### src/rtl/serial_adder_pkg.sv
// Shared definitions for the digit-serial adder/subtractor: FSM encoding and
// the derived digit-count and counter-width helpers.
package serial_adder_pkg;

  typedef enum logic [1:0] {
    IDLE = 2'd0,
    CALC = 2'd1,
    DONE = 2'd2
  } state_t;

  function automatic int ndig(input int width, input int digit);
    return width / digit;
  endfunction

  // A single-digit configuration still needs a 1-bit counter.
  function automatic int cnt_width(input int n);
    return (n <= 1) ? 1 : $clog2(n);
  endfunction

endpackage

### src/rtl/serial_adder_digit_adder.sv
// Combinational DIGIT-bit ripple of full-adder cells; also exposes the carry
// into the top bit so the caller can form signed overflow.
module digit_adder
  import serial_adder_pkg::*;
#(
  parameter int DIGIT = 4
) (
  input  logic [DIGIT-1:0] a_d,
  input  logic [DIGIT-1:0] b_d,
  input  logic             c_in,
  output logic [DIGIT-1:0] s_d,
  output logic             c_out,
  output logic             c_msb_in
);

  logic carry_s;

  // Ripple the carry through each full-adder cell, LSB first.
  always_comb begin
    carry_s  = c_in;
    c_msb_in = c_in;
    s_d      = {DIGIT{1'b0}};
    for (int i = 0; i < DIGIT; i++) begin
      c_msb_in = carry_s;
      s_d[i]   = a_d[i] ^ b_d[i] ^ carry_s;
      carry_s  = (a_d[i] & b_d[i]) | (carry_s & (a_d[i] ^ b_d[i]));
    end
    c_out = carry_s;
  end

endmodule

### src/rtl/serial_adder.sv
// Digit-serial adder/subtractor: WIDTH-bit operands processed DIGIT bits per
// clock with a registered carry, valid/ready on both sides.
module serial_adder
  import serial_adder_pkg::*;
#(
  parameter int WIDTH = 16,
  parameter int DIGIT = 4
) (
  input  logic             clk,
  input  logic             rst,
  input  logic             in_valid,
  output logic             in_ready,
  input  logic [WIDTH-1:0] a,
  input  logic [WIDTH-1:0] b,
  input  logic             ci,
  input  logic             sub,
  output logic             out_valid,
  input  logic             out_ready,
  output logic [WIDTH-1:0] sum,
  output logic             co,
  output logic             ovf
);

  localparam int NDIG = ndig(WIDTH, DIGIT);
  localparam int CW   = cnt_width(NDIG);

  if ((WIDTH % DIGIT) != 0) begin : g_bad_digit
    $error("serial_adder: WIDTH must be a multiple of DIGIT");
  end

  state_t           state_r;
  logic [WIDTH-1:0] sa_r;
  logic [WIDTH-1:0] sb_r;
  logic [WIDTH-1:0] sum_r;
  logic [CW-1:0]    cnt_r;
  logic             carry_r;
  logic             in_ready_r;
  logic             out_valid_r;
  logic             co_r;
  logic             ovf_r;

  logic [DIGIT-1:0] d_sum_s;
  logic             d_cout_s;
  logic             d_cmsb_s;
  logic [WIDTH-1:0] dig_ext_s;

  digit_adder #(.DIGIT(DIGIT)) u_digit (
    .a_d      (sa_r[DIGIT-1:0]),
    .b_d      (sb_r[DIGIT-1:0]),
    .c_in     (carry_r),
    .s_d      (d_sum_s),
    .c_out    (d_cout_s),
    .c_msb_in (d_cmsb_s)
  );

  // New digits enter at the top of the result; after NDIG shifts it is aligned.
  assign dig_ext_s = WIDTH'(d_sum_s) << (WIDTH - DIGIT);

  // Control FSM with shift registers, digit counter and registered outputs.
  always_ff @(posedge clk) begin
    if (rst) begin
      state_r     <= IDLE;
      sa_r        <= {WIDTH{1'b0}};
      sb_r        <= {WIDTH{1'b0}};
      sum_r       <= {WIDTH{1'b0}};
      cnt_r       <= {CW{1'b0}};
      carry_r     <= 1'b0;
      in_ready_r  <= 1'b1;
      out_valid_r <= 1'b0;
      co_r        <= 1'b0;
      ovf_r       <= 1'b0;
    end else begin
      case (state_r)
        IDLE: begin
          if (in_valid && in_ready_r) begin
            sa_r       <= a;
            sb_r       <= sub ? ~b : b;
            carry_r    <= ci ^ sub;
            cnt_r      <= {CW{1'b0}};
            in_ready_r <= 1'b0;
            state_r    <= CALC;
          end else begin
            in_ready_r <= 1'b1;
          end
        end
        CALC: begin
          sum_r   <= (sum_r >> DIGIT) | dig_ext_s;
          sa_r    <= sa_r >> DIGIT;
          sb_r    <= sb_r >> DIGIT;
          carry_r <= d_cout_s;
          cnt_r   <= cnt_r + CW'(1);
          if (cnt_r == CW'(NDIG - 1)) begin
            co_r        <= d_cout_s;
            ovf_r       <= d_cmsb_s ^ d_cout_s;
            out_valid_r <= 1'b1;
            state_r     <= DONE;
          end
        end
        DONE: begin
          if (out_ready) begin
            out_valid_r <= 1'b0;
            in_ready_r  <= 1'b1;
            state_r     <= IDLE;
          end
        end
        default: begin
          out_valid_r <= 1'b0;
          in_ready_r  <= 1'b1;
          state_r     <= IDLE;
        end
      endcase
    end
  end

  assign in_ready  = in_ready_r;
  assign out_valid = out_valid_r;
  assign sum       = sum_r;
  assign co        = co_r;
  assign ovf       = ovf_r;

endmodule

### config.mk
export PLATFORM = sky130hd
export DESIGN_NAME = serial_adder
export DESIGN_NICKNAME = d
export VERILOG_FILES = /design/src/rtl/serial_adder_pkg.sv /design/src/rtl/serial_adder_digit_adder.sv /design/src/rtl/serial_adder.sv
export SDC_FILE = /design/constraint.sdc
export NUM_CORES = 1
export LEC_CHECK = 0
export ABC_CLOCK_PERIOD_IN_PS = 3400
export BUFFER_PORTS_ARGS = -buffer_cell sky130_fd_sc_hd__buf_2
export CORE_MARGIN = 10
export CORE_UTILIZATION = 58
export CTS_CLUSTER_SIZE = 12
export DETAILED_ROUTE_END_ITERATION = 7
export PLACE_DENSITY = 0.86
export SETUP_SLACK_MARGIN = 0.5
export SLEW_MARGIN = 20
export SYNTH_ARGS = -nofsm -noshare
export SYNTH_HDL_FRONTEND = slang
export SYNTH_SLANG_ARGS = --single-unit
export TNS_END_PERCENT = 100
### constraint.sdc
create_clock -name clk -period 3.4 [get_ports clk]
set_input_delay 0.17 -clock clk [delete_from_list [all_inputs] [get_ports clk]]
set_output_delay 0.17 -clock clk [all_outputs]
set_load 0.01 [all_outputs]
# Word-level counts from Yosys, hierarchy flattened
# Cells that the tools add are included.
# classes
bitwise	26
n_reduce_logical	8
n_addsub	1
n_shift	0
n_div	0
n_eq_ne	6
n_lt_le_gt_ge	0
multipliers	0
muxes	19
# op_table
op	n
16-bit case mux with 2 select lines	2
16-bit two-way mux	3
16-bit NOT	1
12-bit by 16-bit bitwise OR with 16-bit output	1
1-bit XOR	10
1-bit AND	8
2-bit two-way mux	4
2-bit inequality test (second input constant)	3
1-bit case mux with 3 select lines	2
2-bit case mux with 3 select lines	1
2-bit AND reduction	3
3-bit AND reduction	2
1-bit two-way mux	5
2-bit equality test (second input constant)	2
1-bit bitwise OR	4
2-bit case mux with 2 select lines	1
2-bit by 1-bit adder with 2-bit output (second input constant)	1
2-bit by 1-bit equality test with 1-bit output (second input constant)	1
2-bit logical NOT	1
1-bit NOT	2
1-bit case mux with 2 select lines	1
2-bit nonzero test	1
1-bit logical AND	1
# word_totals
ff_bits	57
mem_count	0
word_cells	70
mem_bits_rw	0
output_inout_bits	20
rom_bits	0
latch_bits	0
inputBits	38

# Longest topological paths before layout
# Gate-level depths: netlist of run 1.
# depth
word_depth	10
depth_mapped	10
depth_no_buf	10

# Modules after synthesis
# A second synthesis of run 1 with hierarchy kept.
# unflattened
cells_unflattened	304
area_unflattened_um2	2673.8
# by_module_without_submodules
module	cells_per_inst	area_each_um2	n_inst
serial_adder	292	2563.7	1
digit_adder	12	110.1	1

# Worst setup path after synthesis of run 1
# Ideal clock, no wire load.
# synth_path
kind	flip-flop to flip-flop
startpoint	reg sa_r[0]
endpoint	reg sum_r[15] (netlist: sum[15])
setup_slack_ns	1.321
required_time_ns	3.314
setup_ns	0.086
n_path_buf	0
arrival_time_ns	1.993
path_stages_with_launch	9
period_less_slack_ns	2.079
path_cell_list	dfxtp_1 -> fa_1 -> inv_1 -> fa_1 -> inv_1 -> fa_1 -> inv_1 -> fa_1 -> a211oi_1
# synth_via
elab_chain_len	9
elab_cells_between_ends	10
# synth_rtl
element	line	source
start: declaration	serial_adder.sv:32	logic [WIDTH-1:0] sa_r;
start signal: assignment	serial_adder.sv:63	sa_r <= {WIDTH{1'b0}};
start signal: assignment	serial_adder.sv:88	sa_r <= sa_r >> DIGIT;
1-bit XOR	serial_adder_digit_adder.sv:26	carry_s = (a_d[i] & b_d[i]) | (carry_s & (a_d[i] ^ b_d[i]));
1-bit AND	serial_adder_digit_adder.sv:26	
1-bit bitwise OR *	serial_adder_digit_adder.sv:26	
1-bit AND *	serial_adder_digit_adder.sv:26	
1-bit bitwise OR *	serial_adder_digit_adder.sv:26	
1-bit AND *	serial_adder_digit_adder.sv:26	
1-bit bitwise OR *	serial_adder_digit_adder.sv:26	
1-bit XOR *	serial_adder_digit_adder.sv:25	s_d[i] = a_d[i] ^ b_d[i] ^ carry_s;
12-bit by 16-bit bitwise OR with 16-bit output *	serial_adder.sv:87	sum_r <= (sum_r >> DIGIT) | dig_ext_s;
end signal: assignment	serial_adder.sv:65	sum_r <= {WIDTH{1'b0}};
end signal: assignment	serial_adder.sv:87	
end: declaration	serial_adder.sv:34	logic [WIDTH-1:0] sum_r;
# Every way passes the cells marked *; elsewhere a longest branch is shown, timed or not.
# A chain may end at the register's enable or synchronous reset.

# Final worst setup path of run 1
# layout_path
startpoint	reg carry_r
endpoint	reg ovf_r (netlist: ovf)
# layout_via
elab_chain_len	9
# layout_rtl
element	line	source
start: declaration	serial_adder.sv:36	logic carry_r;
start signal: assignment	serial_adder.sv:78	carry_r <= ci ^ sub;
start signal: assignment	serial_adder.sv:90	carry_r <= d_cout_s;
1-bit AND *	serial_adder_digit_adder.sv:26	
1-bit bitwise OR *	serial_adder_digit_adder.sv:26	
1-bit AND *	serial_adder_digit_adder.sv:26	
1-bit bitwise OR *	serial_adder_digit_adder.sv:26	
1-bit AND *	serial_adder_digit_adder.sv:26	
1-bit bitwise OR *	serial_adder_digit_adder.sv:26	
1-bit AND	serial_adder_digit_adder.sv:26	
1-bit bitwise OR	serial_adder_digit_adder.sv:26	
1-bit XOR *	serial_adder.sv:94	ovf_r <= d_cmsb_s ^ d_cout_s;
end signal: assignment	serial_adder.sv:94	
end: declaration	serial_adder.sv:40	logic ovf_r;
# Marked as above.

==> impl_metrics.py, run 1 <==
metrics = {
    "run_status": {
        "outcome": "finished, final reports clean",
    },
    "timing": {
        "setup_viol": 0,
        "tightest_slew_ns": 1.01,
        "slew-limit-headroom": 0.327,
        "drv_slew": 0,
        "max_freq_mhz": 437,
        "fin_crit_sh": 0.673,
        "holdWs_ns": 0.0780,
        "timing_hold_violations_final": 0,
        "min_period_ns": 2.29,
        "setup_tns_ns": 0,
        "rsz0062_at_grt": "no",
        "fin_ws_ns": 1.11,
        "skew_ns": 0.00651,
    },
    "logic_synthesis": {
        "syn-cell-area_mm2": 0.00260,
        "synth_seq_cells": 57,
        "syn-mean-instance-area_um2": 8.58,
        "synth_edf_count": 0,
        "ys_async_sr_fraction": 0,
        "yosysSeqAreaShare": 0.439,
        "synth_fp_nets": 346,
        "synthCells": 303,
        "ys_warn_count": 0,
        "synth_flop_cell": "dfxtp_1",
        "yosysUniqueCellTypes": 28,
    },
    "clock_tree": {
        "post_cts_resized": 0,
        "cts_tree": "yes",
        "hold_buffers": 0,
        "clkLatencyLatePin_ns": 0.33,
        "root_buffer": "clkbuf_8",
        "numCtsBuffers": 9,
        "cts_setup_buffers": 0,
        "cts_buffer_depth": 2,
        "cts_sinks": 57,
        "clk_pin_slew_ns": 0.07,
        "htree_levels": 3,
    },
    "cells_and_area": {
        "antenna_cells": 0,
        "multi_input_area_mm2": 0.00123,
        "nets": 392,
        "finalNonFillerCells": 406,
        "fin_util": 0.703,
        "regArea_mm2": 0.00114,
        "drive_gt1_frac": 0.223,
        "n_fill_cell": 347,
        "area_growth_pct": 17.6,
    },
    "pwr": {
        "clkPwrFrac": 0.414,
        "power.leakage_nw": 1.24,
        "power.density_mw_per_mm2": 565,
        "ir_drop_v": 0.000342,
        "switchingPower_mw": 0.447,
        "p_int_mw": 1.28,
        "seq_power_share": 0.438,
        "pwr-share-comb": 0.148,
        "swShare": 0.259,
    },
    "critical_path": {
        "regToRegSetupSlack_ns": 1.11,
        "cp_cell_sequence": "fa_1, inv_1, fa_1, inv_1, fa_1, inv_1, fa_1, xnor2_1, nand3_1, a21oi_1",
        "critPathMaxStageDelay_ns": 0.43,
        "r2r_cells": 10,
        "r2r_start": "carry_r$_SDFFE_PP0P_",
        "worstReg2RegEnd": "ovf$_SDFFE_PP0P_",
        "setup.worst_path.class": "reg -> reg",
        "worst_setup_path_start_kind": "flip-flop",
        "critPathArrivalTime_ns": 2.54,
        "crit_fanout": 3,
        "crit_required_ns": 3.65,
        "critical-path-slowest-cell": "fa_1",
        "path_common_cell": "fa_1",
        "end_kind": "flip-flop",
    },
    "floorplan": {
        "die_h_um": 87.0,
        "std_cell_rows": 24,
        "design.core.area_mm2": 0.00435,
        "start_util": 0.597,
        "die_width_um": 87.0,
        "die_area_mm2": 0.00756,
        "io_pins": 58,
    },
    "route": {
        "viasPerCell": 5.64,
        "wl_per_cell_um": 15.0,
        "vias": 2289,
        "finalWirelength_mm": 6.09,
        "remaining_drc_errors": 0,
        "drtIter0Drc": 141,
        "drtPass1Iterations": 4,
        "drtAntennaViolNets": 0,
    },
    "grt": {
        "antenna_found_initial": 0,
        "grt_overflow": 0,
        "grt_usage": 0.163,
        "grt_pass1_wl_mm": 10.1,
        "first_global_vias": 2181,
        "grt_max_degree": 58,
    },
    "worst_hold_path": {
        "whs_path_depth": 3,
        "worstHoldStart": "a[13]",
        "hp-class": "in -> reg",
        "min_to": "sa_r[13]$_SDFFE_PP0P_",
    },
    "placed_design": {
        "dp.cells": 390,
        "place_hpwl_mm": 4.18,
        "place_ws_ns": 1.17,
        "portBuffers": 57,
        "routabilityCongestion": 0.771,
    },
    "job": {
        "cap_violations": 0,
    },
}
[worst max path at each step]
| stage | from | end | cells past startpoint |
|---|---|---|---|
| CTS | sa_r[0]$_SDFFE_PP0P_ | ovf$_SDFFE_PP0P_ | 10 |
| global route | sa_r[0]$_SDFFE_PP0P_ | ovf$_SDFFE_PP0P_ | 10 |
| finish | carry_r$_SDFFE_PP0P_ | ovf$_SDFFE_PP0P_ | 10 |
| floorplan | sa_r[0]$_SDFFE_PP0P_ | sum[15]$_SDFFE_PP0P_ | 8 |
| detailed placement | sa_r[0]$_SDFFE_PP0P_ | ovf$_SDFFE_PP0P_ | 10 |
| global placement | sa_r[0]$_SDFFE_PP0P_ | sum[15]$_SDFFE_PP0P_ | 8 |
[logic make-up (layout without fill, tap and decap cells)]
logic type	after synthesis	in the layout	share of synthesized area
AOI/OAI and AO/OA	98	98	0.243
buffers and inverters	47	98	0.0885
and+or+nand+nor	78	78	0.134
DFF	57	57	0.439
adders and majority gates	5	5	0.0356
xor gates and xnor gates	18	18	0.0606
[Yosys cell counts, types with 5 or more instances]
| library cell | instances | area [um^2] |
|---|---|---|
| a311oi_1 | 13 | 114 |
| a221oi_1 | 12 | 105 |
| inv_1 | 21 | 78.8 |
| a21oi_1 | 44 | 220 |
| buf_4 | 10 | 75.1 |
| o21ai_0 | 11 | 55.1 |
| nor2_1 | 6 | 22.5 |
| nand2_1 | 61 | 229 |
| dfxtp_1 | 57 | 1140 |
| xor2_1 | 5 | 43.8 |
| o21a_1 | 12 | 90.1 |
| xnor2_1 | 13 | 114 |
| buf_2 | 7 | 35.0 |
| clkbuf_1 | 8 | 30.0 |
[routing by layer]
layer,global-route usage,share of wire
met1,0.187,0.41
met5,0,0
met4,0.0869,0.016
met2,0.264,0.48
met3,0.0496,0.087
[registers in the layout (all words and copies together), names as in the netlist]
signal     cells
sa_r          16
sb_r          16
sum           16
cnt_r          2
state_r        2
carry_r        1
co             1
in_ready       1
out_valid      1
ovf            1
[layout by cell type, fill, tap and decap left out, drive strengths merged]
master    instances
inv              21
dfxtp            57
xnor2            13
nand3b            2
buf              61
clkinvlp          1
a21oi            44
clkinv            2
nand4             2
nor2              6
nand3             1
a211oi            2
o21ai            11
o21bai            1
a2bb2oi           2
o21a             12
nor2b             1
fa                4
nand2b            3
nor4bb            1
bufinv            2
ha                1
a311oi           13
nor4              1
clkbuf           11
a221oi           12
xor2              5
nand2            61
a21o              1
[power by group through the flow]
stage / Combinational (mW) / Clock [mW] / Sequential, mW
2_1_floorplan: 0.193 / 0 / 0.764
3_3_place_gp: 0.246 / 0 / 0.769
3_5_place_dp: 0.252 / 0 / 0.772
4_1_cts: 0.255 / 0.723 / 0.758
5_1_grt: 0.288 / 0.751 / 0.765
6_report: 0.255 / 0.716 / 0.758
[area by class of cell]
| type | count | area share |
|---|---|---|
| multi-input cells | 199 | 0.402 |
| flip-flops and latches | 57 | 0.373 |
| repair buffers | 61 | 0.103 |
| clock buffers | 11 | 0.0495 |
| inverters | 21 | 0.0258 |
| clock inverters | 5 | 0.0254 |
| well taps | 52 | 0.0213 |
[worst max-delay path: cells and delay by family (launching register included)]
family | cells | cell delay [ns]
adder cells (fa/ha/maj) | 4 | 1.19
AND/OR/NAND/NOR | 1 | 0.10
flip-flops | 1 | 0.37
XOR/XNOR | 1 | 0.20
AO/OA/AOI/OAI | 1 | 0.14
buffers and inverters | 3 | 0.20
[metrics by stage]
step / area [um^2] / power (mW)
after floorplan: 2600 / 0.958
after global placement: 2830 / 1.01
after detailed placement: 2830 / 1.02
after CTS: 3060 / 1.74
after global routing: 3060 / 1.80
final: 3060 / 1.73
Note: power is estimated with default switching activity, not from simulation.
==> inputs of run 2 (changes only) <==
--- a/config.mk
+++ b/config.mk
@@ -5,13 +5,13 @@
 export SDC_FILE = /design/constraint.sdc
 export NUM_CORES = 1
 export LEC_CHECK = 0
-export ABC_CLOCK_PERIOD_IN_PS = 3400
+export ABC_CLOCK_PERIOD_IN_PS = 2000
 export BUFFER_PORTS_ARGS = -buffer_cell sky130_fd_sc_hd__buf_2
 export CORE_MARGIN = 10
-export CORE_UTILIZATION = 58
+export CORE_UTILIZATION = 48
 export CTS_CLUSTER_SIZE = 12
 export DETAILED_ROUTE_END_ITERATION = 7
-export PLACE_DENSITY = 0.86
+export PLACE_DENSITY = 0.76
 export SETUP_SLACK_MARGIN = 0.5
 export SLEW_MARGIN = 20
 export SYNTH_ARGS = -nofsm -noshare
==> constraint.sdc (replaced) <==
create_clock -name clk -period 2 [get_ports clk]
set_input_delay 0.1 -clock clk [delete_from_list [all_inputs] [get_ports clk]]
set_output_delay 0.1 -clock clk [all_outputs]
set_load 0.01 [all_outputs]
==> run 2 against run 1 <==
Effect of this change: the run now ends with negative setup slack left; non-clock buffer count grew 16; utilization shrank 7.6 points; register-to-register slack lost 1.2 ns; cell count grew 8.4%; clock power grew 31%; largest power group unchanged.
==> impl_metrics.py, run 2 (synthesis gave the netlist of run 1 again) <==
metrics = {
    "run_status": {
        "outcome": "finished with violations",
        "violations": "negative setup slack",
    },
    "pwr": {
        "ir_drop_v": 0.000446,
        "power.leakage_nw": 1.32,
        "power.density_mw_per_mm2": 840,
        "total_power_mw": 2.72,
    },
    "cells_and_area": {
        "mostFrequentLayoutCell": "nand2_1",
        "fin_util": 0.626,
        "layout_common_cells": "61 x nand2_1, 57 x buf_2, 54 x dfxtp_1",
        "area_growth_pct": 24.5,
        "antenna_cells": 0,
        "nets": 408,
        "drive_gt1_frac": 0.289,
        "n_fill_cell": 463,
    },
    "floorplan": {
        "start_util": 0.503,
        "io_pins": 58,
        "std_cell_rows": 26,
        "die_h_um": 93.6,
        "die_width_um": 93.6,
        "die_area_mm2": 0.00876,
        "design.core.area_mm2": 0.00517,
    },
    "critical_path": {
        "critPathArrivalTime_ns": 2.32,
        "critPathMaxStageDelay_ns": 0.42,
        "worst_setup_path_start_kind": "flip-flop",
        "r2r_start": "sa_r[0]$_SDFFE_PP0P_",
        "end_kind": "flip-flop",
        "setup.worst_path.class": "reg -> reg",
        "cp_cell_sequence": "fa_2, inv_2, fa_2, inv_2, fa_2, inv_2, fa_2, a211oi_2",
        "path_common_cell": "fa_2",
        "crit_fanout": 2,
        "critical-path-slowest-cell": "fa_2",
        "startpoint": "sa_r[0]$_SDFFE_PP0P_",
        "crit_required_ns": 2.26,
    },
    "route": {
        "drtIter0Drc": 117,
        "vias": 2276,
        "finalWirelength_mm": 6.03,
        "wl_per_cell_um": 13.7,
        "drtPass1Iterations": 4,
        "remaining_drc_errors": 0,
        "viasPerCell": 5.17,
        "drtAntennaViolNets": 0,
    },
    "timing": {
        "max_freq_mhz": 484,
        "tightest_slew_ns": 0.525,
        "drv_slew": 0,
        "slew-limit-headroom": 0.650,
        "rsz0062_at_grt": "yes",
        "min_period_ns": 2.06,
        "setup_viol": 2,
        "timing_hold_violations_final": 0,
        "fin_ws_ns": -0.0643,
        "holdWs_ns": 0.0123,
        "skew_ns": 0.00460,
        "fin_crit_sh": 1.03,
    },
    "clock_tree": {
        "cts_sinks": 57,
        "clk_pin_slew_ns": 0.06,
        "cts_tree": "yes",
        "cts_buffer_depth": 2,
        "root_buffer": "clkbuf_8",
        "numCtsBuffers": 9,
        "htree_levels": 3,
        "clkLatencyLatePin_ns": 0.33,
    },
    "worst_hold_path": {
        "worstHoldStart": "a[13]",
        "hp-class": "in -> reg",
    },
    "grt": {
        "grt_overflow": 0,
        "antenna_found_initial": 0,
        "grt_usage": 0.140,
        "grt_max_degree": 30,
        "grt_pass1_wl_mm": 10.0,
        "first_global_vias": 2284,
    },
    "placed_design": {
        "routabilityCongestion": 0.806,
        "portBuffers": 57,
        "place_hpwl_mm": 4.25,
    },
    "job": {
        "cap_violations": 0,
    },
}
-- run 2: cell count changes in the layout (fill, tap and decap cells not counted), sizes merged --
| cell | change |
|---|---|
| clkbuf | +2 |
| clkinv | +1 |
| clkinvlp | -1 |
| bufinv | -2 |
| dlygate4sd3 | +3 |
| buf | +13 |
-- run 2: cell type report --
class	count	area [um^2]	area share
sequential	57	1150	0.354
inverter	21	78.8	0.0243
clock buffer	13	159	0.0491
tap	70	87.6	0.0270
timing repair buffer	77	475	0.147
clock inverter	3	15.0	0.00463
multi-input combinational	199	1280	0.394
-- run 2: final timing paths --
check        slack, ns               endpoint  cells after the start
max              -0.06   sum[15]$_SDFFE_PP0P_                      8
min               0.01  sa_r[13]$_SDFFE_PP0P_                      3
max reg2reg      -0.06   sum[15]$_SDFFE_PP0P_                      8
min reg2reg       0.45    sum[3]$_SDFFE_PP0P_                      2
-- run 2: repair_timing --
action,CTS,global route
hold endpoints to repair,3,0
setup buffers,0,4
resized for setup,5,8
hold buffers,3,0
pin swaps,3,2
setup endpoints to repair,39,24
-- run 2: critical path, delay by kind of cell (launching register included) --
| family | cells | cell delay [ns] |
|---|---|---|
| AO/OA/AOI/OAI | 1 | 0.17 |
| adder cells (fa/ha/maj) | 4 | 1.33 |
| buffers and inverters | 3 | 0.16 |
| flip-flops | 1 | 0.33 |
-- run 2: per-layer routing --
metal | wire, um | track usage | share of wire
met5 | 0 | 0 | 0
met3 | 539 | 0.0647 | 0.089
met2 | 2870 | 0.229 | 0.48
met1 | 2560 | 0.156 | 0.42
met4 | 61 | 0.0557 | 0.010
-- run 2: power by group --
group	internal, mW	leakage (nW)	switching (mW)
clock	0.511	0.0932	0.424
sequential	1.23	0.469	0.0543
combinational	0.238	0.755	0.265
-- run 2: stage by stage --
| stage | cell area, um^2 | worst slack [ns] | TNS [ns] | cells |
|---|---|---|---|---|
| floorplan | 2610 | -0.0180 | -0.0180 | 303 |
| global placement | 2950 | -0.0355 | -0.0355 | 417 |
| detailed placement | 2950 | -0.0856 | -0.122 | 417 |
| CTS | 3160 | -0.0669 | -0.112 | 436 |
| global route | 3240 | -0.138 | -0.313 | 440 |
| finish | 3240 | -0.0643 | -0.110 | 440 |
